<file path="src/rtl/nios2_oci_pkg.sv">
// rtl/nios2_oci_pkg.sv - shared state encoding and full-policy constants for OCI trace capture
package nios2_oci_pkg;

    typedef enum logic [1:0] {
        ST_CAPTURE = 2'b00,
        ST_DRAIN   = 2'b01,
        ST_DONE    = 2'b10
    } state_e;

    localparam int WRAP_DROP      = 0;
    localparam int WRAP_OVERWRITE = 1;

endpackage

</file>
<file path="src/rtl/nios2_oci_trace_ram.sv">
// rtl/nios2_oci_trace_ram.sv - register-array trace store, synchronous write, asynchronous read
module nios2_oci_trace_ram #(
    parameter int DEPTH = 16,
    parameter int WIDTH = 34,
    localparam int AW   = $clog2(DEPTH)
) (
    input  logic             clk,
    input  logic             we,
    input  logic [AW-1:0]    waddr,
    input  logic [WIDTH-1:0] wdata,
    input  logic [AW-1:0]    raddr,
    output logic [WIDTH-1:0] rdata
);

    logic [WIDTH-1:0] mem_q [DEPTH];

    always_ff @(posedge clk) begin
        if (we) begin
            mem_q[waddr] <= wdata;
        end
    end

    assign rdata = mem_q[raddr];

endmodule

</file>
<file path="src/rtl/nios2_oci_trace_capture.sv">
// rtl/nios2_oci_trace_capture.sv - circular trace buffer: capture, drain over valid/ready, sticky done
module nios2_oci_trace_capture
    import nios2_oci_pkg::*;
#(
    parameter int DATA_W  = 30,
    parameter int COUNT_W = 4,
    parameter int DEPTH   = 16,
    parameter int WRAP    = 0,
    parameter int DROP_W  = 16,
    localparam int PTR_W  = $clog2(DEPTH),
    localparam int LVL_W  = PTR_W + 1,
    localparam int ENT_W  = DATA_W + COUNT_W
) (
    input  logic               clk,
    input  logic               reset,
    input  logic [DATA_W-1:0]  dct_buffer,
    input  logic [COUNT_W-1:0] dct_count,
    input  logic               dct_valid,
    input  logic               test_ending,
    input  logic               test_has_ended,
    input  logic               rd_ready,
    output logic               rd_valid,
    output logic [ENT_W-1:0]   rd_data,
    output logic [LVL_W-1:0]   level,
    output logic               overflow,
    output logic [DROP_W-1:0]  drop_cnt,
    output logic [1:0]         state,
    output logic               done
);

    state_e              state_q, state_d;
    logic [PTR_W-1:0]    wr_ptr_q, wr_ptr_d;
    logic [PTR_W-1:0]    rd_ptr_q, rd_ptr_d;
    logic [LVL_W-1:0]    level_q, level_d;
    logic                overflow_q, overflow_d;
    logic [DROP_W-1:0]   drop_cnt_q, drop_cnt_d;
    logic                ram_we;
    logic                full;
    logic                empty;

    assign full  = (level_q == LVL_W'(DEPTH));
    assign empty = (level_q == '0);

    always_comb begin
        state_d    = state_q;
        wr_ptr_d   = wr_ptr_q;
        rd_ptr_d   = rd_ptr_q;
        level_d    = level_q;
        overflow_d = overflow_q;
        drop_cnt_d = drop_cnt_q;
        ram_we     = 1'b0;

        // Abort wins over everything else in the cycle: no write, no pop.
        if (test_has_ended) begin
            state_d = ST_DONE;
        end else begin
            unique case (state_q)
                ST_CAPTURE: begin
                    if (dct_valid) begin
                        if (!full) begin
                            ram_we   = 1'b1;
                            wr_ptr_d = wr_ptr_q + PTR_W'(1);
                            level_d  = level_q + LVL_W'(1);
                        end else begin
                            overflow_d = 1'b1;
                            if (drop_cnt_q != '1) begin
                                drop_cnt_d = drop_cnt_q + DROP_W'(1);
                            end
                            // Overwrite the oldest slot; level stays pinned at DEPTH.
                            if (WRAP == WRAP_OVERWRITE) begin
                                ram_we   = 1'b1;
                                wr_ptr_d = wr_ptr_q + PTR_W'(1);
                                rd_ptr_d = rd_ptr_q + PTR_W'(1);
                            end
                        end
                    end
                    if (test_ending) begin
                        state_d = ST_DRAIN;
                    end
                end
                ST_DRAIN: begin
                    if (empty) begin
                        state_d = ST_DONE;
                    end else if (rd_ready) begin
                        rd_ptr_d = rd_ptr_q + PTR_W'(1);
                        level_d  = level_q - LVL_W'(1);
                    end
                end
                ST_DONE: begin
                end
                default: begin
                    state_d = ST_CAPTURE;
                end
            endcase
        end
    end

    always_ff @(posedge clk) begin
        if (reset) begin
            state_q    <= ST_CAPTURE;
            wr_ptr_q   <= '0;
            rd_ptr_q   <= '0;
            level_q    <= '0;
            overflow_q <= 1'b0;
            drop_cnt_q <= '0;
        end else begin
            state_q    <= state_d;
            wr_ptr_q   <= wr_ptr_d;
            rd_ptr_q   <= rd_ptr_d;
            level_q    <= level_d;
            overflow_q <= overflow_d;
            drop_cnt_q <= drop_cnt_d;
        end
    end

    nios2_oci_trace_ram #(
        .DEPTH (DEPTH),
        .WIDTH (ENT_W)
    ) u_ram (
        .clk   (clk),
        .we    (ram_we),
        .waddr (wr_ptr_q),
        .wdata ({dct_count, dct_buffer}),
        .raddr (rd_ptr_q),
        .rdata (rd_data)
    );

    assign rd_valid = (state_q == ST_DRAIN) && !empty;
    assign level    = level_q;
    assign overflow = overflow_q;
    assign drop_cnt = drop_cnt_q;
    assign state    = state_q;
    assign done     = (state_q == ST_DONE);

endmodule

</file>
<file path="config.mk">
export PLATFORM = sky130hd
export DESIGN_NAME = nios2_oci_trace_capture
export DESIGN_NICKNAME = d
export VERILOG_FILES = /design/src/rtl/nios2_oci_pkg.sv /design/src/rtl/nios2_oci_trace_ram.sv /design/src/rtl/nios2_oci_trace_capture.sv
export SDC_FILE = /design/constraint.sdc
export NUM_CORES = 1
export LEC_CHECK = 0
export ABC_CLOCK_PERIOD_IN_PS = 4300
export CAP_MARGIN = 20
export CORE_MARGIN = 8
export CORE_UTILIZATION = 54
export CTS_CLUSTER_SIZE = 30
export DETAILED_ROUTE_END_ITERATION = 10
export GPL_TIMING_DRIVEN = 0
export PLACE_DENSITY_LB_ADDON = 0.08
export SYNTH_ARGS = -nofsm -noshare
export SYNTH_HDL_FRONTEND = slang
export SYNTH_SLANG_ARGS = --single-unit
</file>
<file path="constraint.sdc">
create_clock -name clk -period 4.3 [get_ports clk]
set_clock_uncertainty 0.05 [all_clocks]
set_input_delay 0.86 -clock clk [delete_from_list [all_inputs] [get_ports clk]]
set_output_delay 0.86 -clock clk [all_outputs]
set_load 0.02 [all_outputs]
</file>
# Word level (Yosys, flattened, before mapping)
# Memories as Yosys holds them, arrays and structs flattened. A register that Yosys moved wholly into a read port is not among the register bits.
# Cells that the tools add are included.
op_classes:
  n_addsub: 5
  n_mul: 0
  div: 0
  n_lt_le_gt_ge: 0
  n_eq_ne: 13
  shift: 0
  n_mux: 17
  n_bitwise: 4
  reduce_logical: 13
ops:
  columns: ["cell", "n"]
  rows:
  - ["$mux 5", 4]
  - ["$add 16x1->16 const B", 1]
  - ["$ne 16x16->1 const B", 1]
  - ["$ne 2x2->1 const B", 7]
  - ["$reduce_and 4->1", 3]
  - ["$pmux 5 s2", 1]
  - ["$add 4x1->4 const B", 2]
  - ["$mux 4", 2]
  - ["$mux 1", 6]
  - ["$mux 2", 3]
  - ["$ne 3x3->1 const B", 2]
  - ["$pmux 2 s3", 1]
  - ["$reduce_and 3->1", 2]
  - ["$reduce_and 6->1", 1]
  - ["$add 5x1->5 const B", 1]
  - ["$eq 5x5->1 const B", 1]
  - ["$logic_not 5->1", 1]
  - ["$reduce_and 5->1", 1]
  - ["$sub 5x1->5 const B", 1]
  - ["$not 1->1", 4]
  - ["$eq 2x1->1 const B", 1]
  - ["$eq 2x2->1 const B", 1]
  - ["$logic_not 2->1", 1]
  - ["$reduce_bool 2->1", 1]
  - ["3 further kinds", 3]
totals:
  reg_bits: 32
  latch_bits: 0
  mem_bits_rw: 544
  mem_bits_ro: 0
  input_bits: 40
  out_inout_bits: 60
  wordCells: 60
  memories: 1
mem_list:
  columns: ["name", "words", "word_bits", "read_ports", "rd_clocked_by_memory_dff", "wr", "line", "rtl"]
  rows:
  - ["u_ram.mem_q", 16, 34, 1, 1, 1, "nios2_oci_trace_ram.sv:15", "logic [WIDTH-1:0] mem_q [DEPTH];"]

# Depth between registers and ports, before layout
logic_depth:
  word_depth: 7
  mapped_depth: 8
  depth_no_buf: 7

# By module
# From an unflattened synthesis, not the netlist that was laid out.
unflattened:
  cells_unflattened: 1055
  hier_area_um2: 22175.0
by_module_without_submodules:
  columns: ["module", "instances", "cells_per_inst", "area_each_um2", "seq_area_each_um2"]
  rows:
  - ["nios2_oci_trace_ram", 1, 854, 20395.8, 16335.7]
  - ["nios2_oci_trace_capture", 1, 201, 1779.2, 640.6]

# Worst setup path after synthesis
# Ideal clock, no wire load.
synth_path:
  kind: "input -> register"
  startpoint: "in test_has_ended"
  endpoint: "mem u_ram.mem_q[0][0] (enable)"
  setup_ps: 467
  arrival_time_ps: 4115
  required_ps: 3783
  path_slack_ps: -333
  stages: 4
  path_buffers: 0
  cell_sequence: "nor4b_4 -> a21boi_1 -> nand2_1 -> nor3_1"
synth_via:
  elab_chain_cells: 3
synth_lines:
  columns: ["item", "line", "rtl"]
  rows:
  - ["from (decl)", "nios2_oci_trace_capture.sv:20", "input logic test_has_ended,"]
  - ["$mux 1", "nios2_oci_trace_capture.sv:54", "if (test_has_ended) begin"]
  - ["$mux 1", "nios2_oci_trace_ram.sv:18", "if (we) begin"]
  - ["$mux 1 (implied by the code)", "nios2_oci_trace_ram.sv:19", "mem_q[waddr] <= wdata;"]
  - ["to (decl)", "nios2_oci_trace_ram.sv:15", null]
# No other way between the ends.

==> results.md <==
- Hold-fix buffers, CTS: 0
- Setup slack, reg-to-reg: roughly 1.0 ns
- Dpl hpwl: ~30000 um
- Post-Syn Area: 22300 um2
- Ratio of cells with drive above 1 in the final layout: approximately 29%
- CP dominant cell by count: mux4_2
- Die area: 48100 um2
- RSZ-0062 raised after global routing: yes
- Worst-Skew Late Latency: 0.60 ns
- Slowest cell on crit path: clkbuf_1
- Buffers & Inverters on Critical Path: 3
- Worst EP arrival: 3.34 ns
- Final Util: approximately 65%
- Status: completed
- Root buffer cell: clkbuf_16
- Initial core utilization: 54.7%
- P_leak: 8.09 nW
- Residual DRC: 0
- Antenna violations before repair: 2
- ANT nets after route: 0
- Power Total: 11.2 mW
- Post-synthesis cell type count: 53
- Total Routing Usage GR: approximately 21%
- Crit path time final: 4.25 ns
- Critical path launch point type: flop
- WL/cell: 27.7 um
- FF-to-FF Start: state[1]
- Crit path depth: 5
- Max-cap violations: 0
- Setup Viol. Count Final: 0
- Port Buf Inserts: 99
- FILL cells: 2726
- CP peak stage delay: 0.64 ns
- Slew margin rel.: 34.5%
- Commonest non-fill, non-tap cell in the layout: edfxtp_1
- CP Capture Type: primary output
- WS Path Type: reg -> out
- 1st-pass router iterations: 5
- Crit path to: rd_data[12]
- Die W: about 220 um
- Nets: 1214
- Min-Delay Path Class: reg -> reg
- Worst-path fanout max: 10
- Rows: 74
- Most frequent cells in the layout: edfxtp_1 (544), mux4_2 (170), clkdlybuf4s50_1 (99)
- First-pass GRT wire length: 72200 um
- DIE HEIGHT: 219 um
- Seq/Total Area, Yosys: 76.4%
- Post-synth EDFFs: 544
- Synthesized flop and latch total: 580
- Fin. max-slew vios: 0
- R2R depth: 5
- Reg-to-Reg End: u_ram.mem_q[0][19]
- CTS H-tree depth: 2
- Final hold violation count: 0
- CTS Buffer Depth: 3
- Via count: 10.6k
- Critical path's top delay family: buffers and inverters
- Power density over cell area: 423 nW/um2
- Crit path cell chain: buf_2, clkbuf_1, mux4_2, mux4_2, clkdlybuf4s50_1
- Ys async rst share: 0%
- # IOs: 100
- Predominant post-synthesis flop cell: edfxtp_1
- CTS tree: done
- RePlAce Congestion: about 0.73
- Routed Wire Length: about 48000 um
- Actual slew at the worst max-slew pin: roughly 1 ns
- Register area: 17100 um2
- Yosys warnings: 0
- Post-synth net total: 1032
- Vias in the first global route: 11.3k
- Area grow syn2layout: 18.5%
- Gr ovfl total: 0
- Initial DRC count: 997
- Total CTS buffers: 56
- Mean Syn Cell Area: 22.7 um2
- Clk slew on worst S/H paths: 0.06 ns
- Vias/cell: ~6.1
- Final period util: roughly 100%
- CTS Sinks: 580
- Worst path required time: about 3.4 ns
- Area occupied by multi-input gates: 5100 um2
- Largest net degree at the start of global routing: 23
- Max Fclk: between 200 and 250 MHz
- Syn Inst Count: 984
- Core area: around 40000 um2
- Hold WS: about 0.42 ns
- Peak supply drop: 0.000384 V
- N_diodes: 0
- HP Start: overflow
[tightest hold or removal path, delay by kind of cell (launching register included)]
family,cells,cell delay (ns)
buf+inv,1,0.05
flops,1,0.31
compound gates,1,0.05
[layer usage]
metal  global-route usage (%)  share of wire, %
met5                        0             0.046
met2                     33.6                49
met1                     28.6                44
met3                     4.34               5.5
met4                     4.80               1.7
[per-stage QoR]
stage          cell area [um2]  worst slack [ns]  TNS (ns)  cells
5_1_grt                  26500           -0.0189   -0.0646   1744
3_5_place_dp             24700             0.115         0   1638
3_3_place_gp             24000             -2.13  -1059.30   1615
4_1_cts                  26400           -0.0262   -0.0389   1742
2_1_floorplan            22300             0.574         0    984
6_report                 26500            0.0538         0   1744
[power by group]
group / switching, mW / internal [mW] / leakage, nW / total, mW
registers: 0.0116 / 6.19 / 5.19 / 6.20
logic: 0.163 / 0.115 / 2.03 / 0.278
clock network: 2.04 / 2.68 / 0.877 / 4.72
[worst min path at each step]
stage,cells past startpoint,end,slack (ns)
2_1_floorplan,2,wr_ptr_q[1],0.43
3_3_place_gp,2,overflow,0.41
3_5_place_dp,2,overflow,0.40
4_1_cts,2,overflow,0.41
5_1_grt,2,overflow,0.45
6_report,2,overflow,0.42
[registers in the layout, indices dropped and copies added (netlist names), named ones only]
name	cells
drop_cnt	16
level	5
overflow	1
rd_ptr_q	4
state	2
u_ram.mem_q	544
wr_ptr_q	4
[final cells by class]
| class | count | share of cell area (%) |
|---|---|---|
| timing repair buffer | 124 | 5.85 |
| tap | 532 | 2.51 |
| clock inverter | 37 | 1.06 |
| clock buffer | 67 | 5.57 |
| buffer | 52 | 1.17 |
| sequential | 580 | 64.4 |
| inverter | 8 | 0.113 |
| multi-input combinational | 344 | 19.3 |
[timing repair]
| action | in CTS | in global routing |
|---|---|---|
| gates resized for setup | 14 | 10 |
| pin swaps | 0 | 0 |
| setup endpoints to repair | 34 | 23 |
| endpoints found under the hold margin | 0 | 0 |
| buffers inserted | 0 | 0 |
[cell usage after synthesis, drive strengths merged (2+ instances only)]
cell      n  area, um2
a21oi    24        128
or2       2       12.5
edfxtp  544      16300
inv       8       30.0
nor3b     2       15.0
o211ai    3       22.5
nand2b    2       12.5
or3       5       32.5
mux2      5       60.1
nand3     9       45.0
nor2     31        116
dfxtp    36        721
buf      32        188
ha        8        100
nand4     5       31.3
nor2b     6       37.5
and4      2       17.5
nor3      5       25.0
mux2i     2       20.0
o31ai     9       67.6
nand2    10       37.5
or4       9       67.6
o21ai     8       55.1
clkbuf   20       85.1
xor2      5       43.8
nor4      5       37.5
o41ai     2       17.5
and3      2       12.5
mux4    170       3830
[cell families after synthesis]
kind of cell	synth area share, %
fa+ha+maj	0.448
xor+xnor	0.235
mux	17.5
buf+inv	1.36
compound gates	1.56
flops	76.4
simple gates	2.51
Note: power is estimated with default switching activity, not from simulation.
